<file path="src/rtl/cache_arbiter.sv">
// cache_arbiter: arbitrates icache/dcache line requests onto a beat-wide memory bus,
// one transaction in flight, alternating priority on ties.
module cache_arbiter #(
  parameter int LINE_WIDTH = 256,
  parameter int BEAT_WIDTH = 64
) (
  input  logic                  clk,
  input  logic                  rst_n,
  input  logic [31:0]           i_addr,
  input  logic                  i_read,
  output logic [LINE_WIDTH-1:0] i_rdata,
  output logic                  i_resp,
  input  logic [31:0]           d_addr,
  input  logic                  d_read,
  input  logic                  d_write,
  input  logic [LINE_WIDTH-1:0] d_wdata,
  output logic [LINE_WIDTH-1:0] d_rdata,
  output logic                  d_resp,
  output logic [31:0]           bmem_addr,
  output logic                  bmem_read,
  output logic                  bmem_write,
  output logic [BEAT_WIDTH-1:0] bmem_wdata,
  input  logic                  bmem_ready,
  input  logic [31:0]           bmem_raddr,
  input  logic [BEAT_WIDTH-1:0] bmem_rdata,
  input  logic                  bmem_rvalid
);
  localparam int BURST = LINE_WIDTH / BEAT_WIDTH;
  localparam logic [1:0] LAST = 2'(BURST - 1);
  typedef enum logic [2:0] {IDLE, RD_CMD, RD_DATA, WR_DATA, RESP} state_e;
  state_e state_q, state_d;
  logic [1:0] cnt_q, cnt_d;
  logic last_grant_q, last_grant_d, gnt_q, gnt_d;
  logic [31:0] addr_q, addr_d;
  logic [BURST-1:0][BEAT_WIDTH-1:0] line_q, line_d, wbeats;
  logic d_pend, pick_d, unused_raddr;
  assign wbeats = d_wdata;
  assign d_pend = d_read | d_write;
  // grant/last_grant: 1 = dcache; a tie goes to whoever was not granted last
  assign pick_d = d_pend & (~i_read | ~last_grant_q);
  assign unused_raddr = ^bmem_raddr;
  assign bmem_addr = addr_q;
  assign bmem_read = state_q == RD_CMD;
  assign bmem_write = state_q == WR_DATA;
  assign bmem_wdata = bmem_write ? wbeats[cnt_q] : '0;
  assign i_rdata = line_q;
  assign d_rdata = line_q;
  assign i_resp = (state_q == RESP) & ~gnt_q;
  assign d_resp = (state_q == RESP) & gnt_q;
  always_ff @(posedge clk or negedge rst_n) begin
    if (!rst_n) begin
      state_q <= IDLE;
      cnt_q <= '0;
      last_grant_q <= 1'b0;
      gnt_q <= 1'b0;
      addr_q <= '0;
      line_q <= '0;
    end else begin
      state_q <= state_d;
      cnt_q <= cnt_d;
      last_grant_q <= last_grant_d;
      gnt_q <= gnt_d;
      addr_q <= addr_d;
      line_q <= line_d;
    end
  end
  always_comb begin
    state_d = state_q;
    cnt_d = cnt_q;
    last_grant_d = last_grant_q;
    gnt_d = gnt_q;
    addr_d = addr_q;
    line_d = line_q;
    case (state_q)
      IDLE: if (i_read | d_pend) begin
        gnt_d = pick_d;
        last_grant_d = pick_d;
        addr_d = (pick_d ? d_addr : i_addr) & ~32'h1f;
        cnt_d = '0;
        state_d = (pick_d & d_write) ? WR_DATA : RD_CMD;
      end
      RD_CMD: if (bmem_ready) begin
        cnt_d = '0;
        state_d = RD_DATA;
      end
      RD_DATA: if (bmem_rvalid) begin
        line_d[cnt_q] = bmem_rdata;
        cnt_d = cnt_q + 2'd1;
        state_d = cnt_q == LAST ? RESP : RD_DATA;
      end
      WR_DATA: if (bmem_ready) begin
        cnt_d = cnt_q + 2'd1;
        state_d = cnt_q == LAST ? RESP : WR_DATA;
      end
      RESP: state_d = IDLE;
      default: state_d = IDLE;
    endcase
  end
endmodule

</file>
<file path="config.mk">
export PLATFORM = sky130hd
export DESIGN_NAME = cache_arbiter
export DESIGN_NICKNAME = d
export VERILOG_FILES = /design/src/rtl/cache_arbiter.sv
export SDC_FILE = /design/constraint.sdc
export NUM_CORES = 1
export LEC_CHECK = 0
export CORE_AREA = 2 2 401 403
export CTS_BUF_LIST = sky130_fd_sc_hd__clkbuf_8
export DETAILED_ROUTE_END_ITERATION = 12
export DIE_AREA = 0 0 403 405
export GPL_TIMING_DRIVEN = 1
export HOLD_SLACK_MARGIN = 0.1
export PLACE_DENSITY = 0.4
export SYNTH_ARGS = -nofsm -noshare
export SYNTH_HDL_FRONTEND = slang
export SYNTH_SLANG_ARGS = --single-unit
</file>
<file path="constraint.sdc">
create_clock -name clk -period 5.3 [get_ports clk]
set_input_delay 1.06 -clock clk [delete_from_list [all_inputs] [get_ports clk]]
set_output_delay 1.06 -clock clk [all_outputs]
set_load 0.01 [all_outputs]
</file>
==> run_results.csv <==
group,metric,value,unit
worst_setup_path,timing.critical_path.cells,"nor2b_4, buf_4, and3_1, clkdlybuf4s50_1",
synthesis,synthDistinctLibCells,35,
worst_setup_path,critPathCaptureType,"primary output",
placed_design,placed_cell_area,0.02565,mm²
placed_design,place.gp.congestion,0.8259,
timing,final.min_clock_period,4381,ps
clock_network,tritoncts.num_buffers,60,
clock_network,clock_tree_from_tritoncts,"done",
grt,first_global_vias,12570,
clock_network,cts_max_path_buffers,3,
worst_setup_path,slowest_delay,650,ps
timing,achievable_frequency,228.3,MHz
worst_setup_path,startpoint_type,"flip-flop",
placed_design,place_inst,3866,
routing,detail_route.iter0.violations,402,
cells_and_area,multi_input_comb_area,0.005707,mm²
grt,grt_antenna_before_repair,41,
clock_network,clk_latency,730,ps
timing,fin_ws,919.1,ps
grt,grt_start_max_net_pins,104,
pwr,static-leakage-power,0.01058,µW
pwr,worst_ir_drop_vdd,0.2063,mV
placed_design,detailed_place_hpwl,81490,µm
cells_and_area,fin_nets,2269,
grt,global_route_wire_length_before_repair,125300,µm
cells_and_area,seq_area,0.007241,mm²
clock_network,post_cts_resized,0,
pwr,power_density,599.0,mW/mm²
worst_setup_path,rr_worst_depth,5,
floorplanning,start_util,0.09623,
worst_setup_path,worst-path-max-fanout,37,
timing,tns,0,ps
timing,skew,53.30,ps
placed_design,portBuffers,987,
floorplanning,die_width,403,µm
timing,setup_repair_after_global_routing_missed_its_margin,"no",
floorplanning,die-height,405,µm
floorplanning,standard_cell_row_count,147,
synthesis,ys.warnings.count,0,
clock_network,cts_max_level,2,
synthesis,synth_seq_cells,289,
worst_setup_path,slowest_stage,"sky130_fd_sc_hd__nor2b_4",
min_path,worst_hold_path_type,"input port to async pin",
timing,finalSetupViolations,0,
placed_design,dpl_worst_slack,1291,ps
timing,worstMarginPinSlew,1010,ps
synthesis,synthesis.area,0.01533,mm²
synthesis,syn_inst,1095,
cells_and_area,final_cells,3987,
timing,max_slew_headroom,0.3270,
worst_setup_path,arr_time_crit_path,3320,ps
cells_and_area,fillerInstances,17630,
routing,drt_wl_total,98100,µm
clock_network,path_clk_slew,60,ps
routing,dr.pass1.iters,4,
clock_network,numClockSinks,289,
synthesis,syn_avg_cell_area,14.00,µm²
timing,report.final.slew_viol_count,0,
routing,post_drt_via_cell_ratio,3.015,
cells_and_area,drive_gt1_frac,0.1118,
floorplanning,io_pins,1035,
worst_setup_path,crit_required,4240,ps
worst_setup_path,crit_type,"flip-flop to primary output",
synthesis,ys_seq_area_frac,0.4718,
grt,groute.usage.overall,0.1149,
cells_and_area,area_delta_synth_final,76.24,%
job,drv_cap,0,
routing,postRouteAntennaNets,0,
routing,wire_per_inst,24.60,µm
cells_and_area,postLayoutCoreUtil,0.1696,
timing,layout_worst_path_cycle_share,0.8266,
routing,route.vias.total,12020,
clock_network,ctsHoldBuffers,0,
floorplanning,die_area,0.1632,mm²
grt,grt-ovfl-total,0,
floorplanning,core_area,0.1593,mm²
timing,fin_hold_viols,0,
run_status,run_status,"complete, no violations",
clock_network,clockRootBuffer,"sky130_fd_sc_hd__clkbuf_8",
clock_network,post-cts-setup-buffers,0,
cells_and_area,fin_area,0.02701,mm²
routing,drc,0,
report_power, final:
| part | switching, µW | internal (µW) |
|---|---|---|
| clock | 1140 | 1540 |
| combinational | 3870 | 5080 |
| sequential | 1270 | 3280 |
layout make-up:
class                      count  area share
inverter                       7   0.0009727
tap                         2086     0.09662
timing repair buffer        1001      0.3726
clock inverter                38     0.01408
clock buffer                  69     0.03516
multi-input combinational    483      0.2113
antenna                       14    0.001297
sequential                   289      0.2680
path summary, 6_finish.rpt:
| kind | from | end | slack (ps) |
|---|---|---|---|
| max | state_q[1]$_DFFE_PN0P_ | bmem_wdata[0] | 920 |
| min | rst_n | d_rdata[22]$_DFFE_PN0P_ | 300 |
| max reg2reg | state_q[0]$_DFFE_PN0P_ | d_rdata[186]$_DFFE_PN0P_ | 2230 |
| min reg2reg | bmem_addr[14]$_DFFE_PN0P_ | bmem_addr[14]$_DFFE_PN0P_ | 490 |
| max in group asynchronous | rst_n | d_rdata[1]$_DFFE_PN0P_ | 3890 |
| min in group clk | bmem_addr[14]$_DFFE_PN0P_ | bmem_addr[14]$_DFFE_PN0P_ | 490 |
sequential cells by signal (all words and copies together), names as in the netlist:
register,flops
d_rdata,256
bmem_addr,27
state_q,3
cnt_q,2
gnt_q,1
worst max-delay path, delay by kind of cell, from the launching register on:
kind | cells | cell delay, ps
buf+inv | 2 | 1060
flops | 1 | 550
simple gates | 2 | 940
cell usage after synthesis, drive strengths merged:
library cell,n,area share
mux2,310,0.23
buf,301,0.15
dfrtp,289,0.47
and3,65,0.027
mux4,64,0.094
clkbuf,19,0.0047
nand2,10,0.0044
inv,7,0.0017
ha,4,0.0033
nor2,3,0.0018
o21ai,3,0.00098
mux2i,2,0.0013
nand2b,2,0.00082
nor3,2,0.00098
a2111oi,1,0.00057
a21boi,1,0.00049
a31o,1,0.00057
a41oi,1,0.0011
and3b,1,0.00057
and4bb,1,0.00082
conb,1,0.00024
nand3,1,0.00033
nor2b,1,0.00041
nor4,1,0.00041
o2bb2ai,1,0.00098
o31ai,1,0.00049
or3,1,0.00073
or4,1,0.00049
logic make-up (layout without fill, tap and decap cells):
group | after synthesis | count (layout) | synth area share
muxes | 376 | 376 | 0.3231
buffers and inverters | 327 | 1115 | 0.1581
DFF | 289 | 289 | 0.4718
and+or+nand+nor | 89 | 89 | 0.03829
AOI/OAI and AO/OA | 9 | 9 | 0.005143
adders and majority gates | 4 | 4 | 0.003265
other | 1 | 19 | 0.0002447
through the flow:
step	hold slack (ps)	total power, µW
floorplan	519.1	8453
global placement	469.7	13820
detailed placement	473.7	13820
CTS	228.0	16710
global route	274.5	17200
finish	297.8	16180
layout by cell type, fill, tap and decap left out, drive strengths merged, types with 2 or more instances in the layout:
cell type      Yosys  layout
nor2               3       3
mux2i              2       2
clkinv             0       5
clkdlybuf4s50      0     986
o21ai              3       3
conb               1       5
clkbuf            19      69
nor3               2       2
mux4              64      64
nand2             10      10
ha                 4       4
diode              0      14
inv                7      32
bufinv             0       7
nand2b             2       2
dfrtp            289     289
mux2             310     310
and3              65      65
buf              301      15
layer usage:
metal	track usage	vias up	wire (µm)
met3	0.04279	123	9825
met5	0	-	88
met4	0.02109	14	1610
met1	0.1412	6102	39320
met2	0.1920	627	47250
li1	-	5156	-
(Power assumes the default switching activity.)
